==> src/rtl/seq_player_if.sv <==
// rtl/seq_player_if.sv - playback request and lamp/status bundle for seq_player
// Optional abort signal exists only when PLAYER_ABORT_EN is defined.
interface seq_player_if;
  logic        start;
  logic [3:0]  level;
  logic [63:0] seq;
`ifdef PLAYER_ABORT_EN
  logic        abort;
`endif
  logic [3:0]  led;
  logic        busy;
  logic        done;

`ifdef PLAYER_ABORT_EN
  modport master (output start, level, seq, abort, input led, busy, done);
  modport slave  (input start, level, seq, abort, output led, busy, done);
`else
  modport master (output start, level, seq, input led, busy, done);
  modport slave  (input start, level, seq, output led, busy, done);
`endif
endinterface

==> src/rtl/seq_player.sv <==
// rtl/seq_player.sv - plays back latched colour steps with lit/dark timing
// Optional feature macro: PLAYER_ABORT_EN (adds abort of an in-progress playback).
module seq_player #(
  parameter int unsigned ON_CYCLES  = 25000000,
  parameter int unsigned OFF_CYCLES = 12500000
) (
  input logic         CLK,
  input logic         R,
  seq_player_if.slave p
);

  typedef enum logic [1:0] {IDLE, ON, OFF, FIN} state_t;

  localparam logic [31:0] ON_LOAD  = 32'(ON_CYCLES - 1);
  localparam logic [31:0] OFF_LOAD = 32'(OFF_CYCLES - 1);

  state_t      state;
  logic [31:0] cnt;
  logic [3:0]  step;
  logic [3:0]  lvl_q;
  logic [63:0] seq_q;
  logic [3:0]  step_nx;
  logic [3:0]  led_r;
  logic        busy_r;
  logic        done_r;

  // Only evaluated when step < lvl_q, so it can never wrap past 15.
  assign step_nx = step + 4'd1;

  assign p.led  = led_r;
  assign p.busy = busy_r;
  assign p.done = done_r;

  always_ff @(posedge CLK) begin
    if (R) begin
      state  <= IDLE;
      cnt    <= '0;
      step   <= '0;
      lvl_q  <= '0;
      seq_q  <= '0;
      led_r  <= '0;
      busy_r <= 1'b0;
      done_r <= 1'b0;
    end else begin
      done_r <= 1'b0;
`ifdef PLAYER_ABORT_EN
      if (p.abort && (state == ON || state == OFF)) begin
        state  <= IDLE;
        cnt    <= '0;
        step   <= '0;
        led_r  <= '0;
        busy_r <= 1'b0;
      end else
`endif
      case (state)
        IDLE: begin
          if (p.start) begin
            seq_q  <= p.seq;
            lvl_q  <= p.level;
            step   <= '0;
            cnt    <= ON_LOAD;
            led_r  <= p.seq[3:0];
            busy_r <= 1'b1;
            state  <= ON;
          end
        end
        ON: begin
          if (cnt == '0) begin
            cnt   <= OFF_LOAD;
            led_r <= '0;
            state <= OFF;
          end else begin
            cnt <= cnt - 32'd1;
          end
        end
        OFF: begin
          if (cnt != '0) begin
            cnt <= cnt - 32'd1;
          end else if (step < lvl_q) begin
            step  <= step_nx;
            cnt   <= ON_LOAD;
            led_r <= seq_q[{step_nx, 2'b00} +: 4];
            state <= ON;
          end else begin
            busy_r <= 1'b0;
            done_r <= 1'b1;
            state  <= FIN;
          end
        end
        FIN: state <= IDLE;
        default: state <= IDLE;
      endcase
    end
  end

endmodule
==> src/flat_wrapper.sv <==
// flat-port wrapper written by rule: the top's interface ports become plain ports
module seq_player_flat 
#(
  parameter int unsigned ON_CYCLES  = 25000000,
  parameter int unsigned OFF_CYCLES = 12500000
)
  (CLK, R, p_start, p_level, p_seq, p_led, p_busy, p_done);
  seq_player_if p_i ();
  input logic CLK;
  input logic R;
  input wire logic [$bits(p_i.start)-1:0] p_start;
  input wire logic [$bits(p_i.level)-1:0] p_level;
  input wire logic [$bits(p_i.seq)-1:0] p_seq;
  output wire logic [$bits(p_i.led)-1:0] p_led;
  output wire logic [$bits(p_i.busy)-1:0] p_busy;
  output wire logic [$bits(p_i.done)-1:0] p_done;
  assign p_i.start = p_start;
  assign p_i.level = p_level;
  assign p_i.seq = p_seq;
  assign p_led = p_i.led;
  assign p_busy = p_i.busy;
  assign p_done = p_i.done;
  seq_player #(.ON_CYCLES(ON_CYCLES), .OFF_CYCLES(OFF_CYCLES)) u_core (.CLK(CLK), .R(R), .p(p_i));
endmodule
==> config.mk <==
export PLATFORM = sky130hd
export DESIGN_NAME = seq_player_flat
export DESIGN_NICKNAME = d
export VERILOG_FILES = /design/src/rtl/seq_player_if.sv /design/src/rtl/seq_player.sv /design/src/flat_wrapper.sv
export SDC_FILE = /design/constraint.sdc
export NUM_CORES = 1
export LEC_CHECK = 0
export CAP_MARGIN = 10
export CORE_MARGIN = 4
export CORE_UTILIZATION = 48
export DETAILED_ROUTE_END_ITERATION = 10
export GPL_TIMING_DRIVEN = 1
export HOLD_SLACK_MARGIN = 0.02
export PLACE_DENSITY = 0.74
export RECOVER_POWER = 25
export SYNTH_ARGS = -nofsm -noshare
export SYNTH_HDL_FRONTEND = slang
export SYNTH_SLANG_ARGS = --single-unit
export TNS_END_PERCENT = 50
==> constraint.sdc <==
create_clock -name CLK -period 2.4 [get_ports CLK]
set_clock_uncertainty 0.15 [all_clocks]
set_input_delay 0.72 -clock CLK [delete_from_list [all_inputs] [get_ports CLK]]
set_output_delay 0.72 -clock CLK [all_outputs]
set_load 0.05 [all_outputs]
* Yosys cells after proc, flatten, opt, wreduce, memory -nomap -nowiden
Index checks and enable logic that the tools add are counted.
** Cells by class
- Reduce and logical (&&, ||, !) cells :: 12
- Multiply operators :: 0
- Order comparisons :: 1
- Equality and inequality tests :: 9
- Shift operators :: 1
- Muxes and demuxes :: 24
- Divide/modulo/power cells :: 0
- Bitwise gates (word level) :: 1
- Add/subtract/negate cells :: 2
** Operators by type and width (number)
- 32-bit two-way mux :: 4
- 32-bit one-hot mux with 3 select lines :: 1
- 64-bit by 7-bit indexed part select with 4-bit output :: 1
- 32-bit logical NOT :: 1
- 32-bit nonzero test :: 1
- 32-bit by 1-bit subtractor with 32-bit output (second input constant) :: 1
- 4-bit two-way mux :: 7
- 4-bit one-hot mux with 3 select lines :: 1
- 2-bit two-way mux :: 4
- 2-bit one-hot mux with 4 select lines :: 1
- 4-bit one-hot mux with 2 select lines :: 1
- 4-bit AND reduction :: 2
- 2-bit inequality test (second input constant) :: 3
- 3-bit AND reduction :: 2
- 5-bit AND reduction :: 1
- 4-bit by 1-bit adder with 4-bit output (second input constant) :: 1
- 2-bit == test (second input constant) :: 2
- 4-bit < comparator :: 1
- 1-bit two-way mux :: 4
- 2-bit by 1-bit inequality test with 1-bit output (second input constant) :: 2
- 3-bit by 1-bit inequality test with 1-bit output (second input constant) :: 1
- 3-bit nonzero test :: 1
- 3-bit OR reduction :: 1
- 2-bit by 1-bit == test with 1-bit output (second input constant) :: 1
- 5 further kinds :: 5
** Word-level totals
- Register bits after elaboration :: 112
- Output and inout bits :: 6
- Memories kept :: 0
- Bits in latches :: 0
- ROM bits :: 0
- Bits in writable memories :: 0
- Word-level logic and storage cells :: 58

* Logic depth before layout (Yosys ltp)
- Word-level depth :: 5
- Gate-level depth with buffers :: 10
- Mapped depth without buffers :: 8

* Worst setup path before layout
OpenSTA, ideal clock, no wires.
- Kind :: register -> register
- Start point :: reg u_core.cnt[23]
- End point :: reg u_core.cnt[31]
- Arrival :: 2.121 ns
- Path slack :: 0.016 ns
- Path buffers :: 0
- Stages on the path, launching flop included :: 7
- Path through :: dfxtp_1 or3_1 or2_1 or4_4 or4_4 o2bb2ai_1 a21o_1
** Between the ends
- Longest elaborated chain between the ends :: 3
** Ends and longest elaborated chain
- from (decl) :: line seq_player.sv:18 : logic [31:0] cnt;
- from (signal assigned) :: line seq_player.sv:73 : cnt <= cnt - 32'd1;
- from (signal assigned) :: line seq_player.sv:78 : cnt <= cnt - 32'd1;
- 32-bit by 1-bit subtractor with 32-bit output (tied with other cells) :: line seq_player.sv:73, seq_player.sv:78
- 32-bit two-way mux (tied with other cells) :: line seq_player.sv:77 : if (cnt != '0) begin
- 32-bit one-hot mux with 3 select lines or 3-bit AND reduction (tied branches)
Several ways; a longest one is shown, not always the timed one.
A chain may end at the register's enable or synchronous reset.

* Worst setup path after layout
Same ends and word-level chain as after synthesis.

==> impl_metrics.json <==
{
  "placed_area_sq_um": 6800,
  "min-delay-start": "u_core.seq_q[3]$_SDFFE_PP0P_",
  "critical_path.max_stage_delay_ps": 510,
  "final_cell_mix": "nand2_1, dfxtp_1, a21oi_1",
  "finalCritPeriodShare_pct": 102,
  "finalSetupViolCount": 1,
  "finalPower_mw": 7.55,
  "arrival_ps": 2540,
  "yosys.area.top_type": "dfxtp_1",
  "yosys-top-cells-area": "dfxtp_1, nand2_1, a21oi_1",
  "mostFrequentLayoutCell": "nand2_1",
  "cp.required_ps": 2500,
  "vdd_drop_max_mv": 0.644,
  "stdcell_count": 945,
  "ioPinCount": 77,
  "antenna_found_initial": 0,
  "synth-edff-count": 0,
  "cpMostUsedCell": "or4_4",
  "fmax_mhz": 409,
  "gr-total-overflow": 0,
  "drtIter0Drc": 319,
  "power_density_nw_per_um2": 1050,
  "drv_cap": 0,
  "worstRegToRegCells": 6,
  "core_area_sq_um": 11400,
  "ctsHoldBuffers": 0,
  "antennaDiodeCount": 0,
  "die_area_sq_um": 13300,
  "port_buffers": 76,
  "tritoncts": "built",
  "holdPathEnd": "u_core.seq_q[3]$_SDFFE_PP0P_",
  "grt_setup_unrepaired": "true",
  "finalCriticalPeriod_ps": 2450,
  "fill_cells": 995,
  "viasPerCell": 5.70,
  "worstHoldPathType": "reg2reg",
  "status": "finished with violations",
  "critical_path_class": "reg2reg",
  "dr.pass1.iters": 6,
  "netlist_area_sq_um": 5550,
  "r2r-end": "u_core.cnt[31]$_SDFFE_PP0P_",
  "crit_fanout": 2,
  "relSlewSlack_pct": 54.1,
  "timing.final.ws_setup_ps": -45.3,
  "cp_slowest_cell": "or4_4",
  "grt_pass1_vias": 5476,
  "num-nets-final": 877,
  "setup_tns_ps": -45.3,
  "synthArstFlopShare_pct": 0,
  "path_cells": "or3_4 > or2_1 > or4_4 > or4_4 > o2bb2ai_2 > a21o_1",
  "via_count": 5389,
  "gp_congestion": 0.929,
  "dp.cells": 929,
  "syn-instance-count": 695,
  "hold_depth": 2,
  "initial_utilization_pct": 48.8,
  "syn_avg_cell_area_sq_um": 7.98,
  "start_kind": "flop",
  "fin_util_pct": 62.9,
  "grt_start_max_net_pins": 69,
  "remaining_drc_errors": 0,
  "worstReg2RegStart": "u_core.cnt[23]$_SDFFE_PP0P_",
  "ys.flop_type": "dfxtp_1",
  "clk_latency_ps": 350,
  "clock-root-buffer": "clkbuf_16",
  "cts_buffers": 9,
  "r2r_slack_ps": -50,
  "ys_seq_area_share_pct": 40.4,
  "ys_types": 60,
  "whs_ps": 306,
  "synth_nets": 775,
  "yosys_warnings": 0,
  "synth.ff_latch_count": 112,
  "final_hold_viol_count": 0,
  "clkSinkCount": 112,
  "endpoint_kind": "flop",
  "place_ws_ps": -204,
  "rows": 39,
  "drive_above_1_share_pct": 14.3,
  "violations": "negative setup slack",
  "clock_path_buffers": 2,
  "yosysTopAreaCellShare_pct": 40.4,
  "grt_pass1_wl_um": 25500,
  "p_leak_nw": 2.74,
  "drv_slew": 0,
  "wl_um": 15200,
  "fin_area_sq_um": 7150,
  "wl_per_cell_um": 16.1,
  "clk_pin_slew_ps": 70,
  "area_growth_pct": 28.9,
  "dpl.hpwl_um": 11200,
  "grtUsageTotal_pct": 23.7,
  "drtAntennaViolNets": 0,
  "die_y_um": 116,
  "worst_pin_slew_ps": 688,
  "htreeDepth": 3,
  "die_w_um": 116
}
## timing repair
action,4_1_cts,5_1_grt
endpoints found under the setup margin,1,20
buffers inserted,0,0
pin swaps,0,2
gates resized for setup,2,9
## layer usage
metal  part of all wire, %  GRT usage [%]  vias up
met5                     0              0        -
met4                   2.4           8.22        0
met3                   4.7           5.38       33
met2                    51           41.6      180
met1                    42           28.5     2517
li1                      -              -     2659
## registers in the layout, summed over array words and instances, names as in the netlist
name           cells
u_core.cnt        32
u_core.p.busy      1
u_core.step        4
u_core.p.led       4
u_core.seq_q      64
u_core.state       2
u_core.lvl_q       4
u_core.p.done      1
## critical path: cells and delay by family, from the launching register on
family / cells / cell delay, ps
AO/OA/AOI/OAI: 2 / 310
AND/OR/NAND/NOR: 4 / 1560
flip-flops: 1 / 330
## logic make-up after synthesis
kind of cell,count (synthesis),share of synthesized area [%]
multiplexers,25,8.14
flip-flops,112,40.4
AO/OA/AOI/OAI,172,18.5
adder cells (fa/ha/maj),9,2.03
buffers and inverters,59,4.24
AND/OR/NAND/NOR,313,25.9
XOR/XNOR,5,0.789
## final cells by class
| class | instances | area, sq um | area share [%] |
|---|---|---|---|
| repair buffers | 137 | 1220 | 17.0 |
| flip-flops and latches | 112 | 2240 | 31.4 |
| clock buffers | 11 | 243 | 3.39 |
| clock inverters | 5 | 93.8 | 1.31 |
| well taps | 143 | 179 | 2.50 |
| multi-input cells | 524 | 3130 | 43.7 |
| inverters | 13 | 48.8 | 0.682 |
## synthesized netlist by cell type (4+ instances only)
library cell	n
inv_1	13
o21ai_0	11
dfxtp_1	112
nor4_1	7
a21o_1	8
a211oi_1	9
nand2b_1	5
mux2i_1	8
nor3_1	33
nor2b_1	5
o32ai_1	4
nor2_1	34
nand4_1	5
mux4_2	16
nand2_1	170
and2_1	5
or3_1	9
clkbuf_1	30
ha_1	9
buf_1	7
o22ai_1	6
xnor2_1	4
a21oi_1	90
o31ai_1	4
o21ai_1	15
buf_2	8
or2_1	4
nand3_1	15
and3_1	4
## how the worst max path moves through the flow
stage | start | end
detailed placement | p_start | u_core.cnt[6]$_SDFFE_PP0P_
global placement | p_start | u_core.cnt[8]$_SDFFE_PP0P_
finish | u_core.cnt[23]$_SDFFE_PP0P_ | u_core.cnt[31]$_SDFFE_PP0P_
CTS | u_core.cnt[23]$_SDFFE_PP0P_ | u_core.cnt[31]$_SDFFE_PP0P_
global route | u_core.cnt[23]$_SDFFE_PP0P_ | u_core.cnt[31]$_SDFFE_PP0P_
floorplan | u_core.cnt[23]$_SDFFE_PP0P_ | u_core.cnt[31]$_SDFFE_PP0P_
## power breakdown
part           internal, mW  leakage (nW)  switching [mW]
combinational          1.39          1.65            1.98
clock                 0.967         0.166           0.716
sequential             2.24         0.920           0.258
Note: power is estimated with default switching activity, not from simulation.
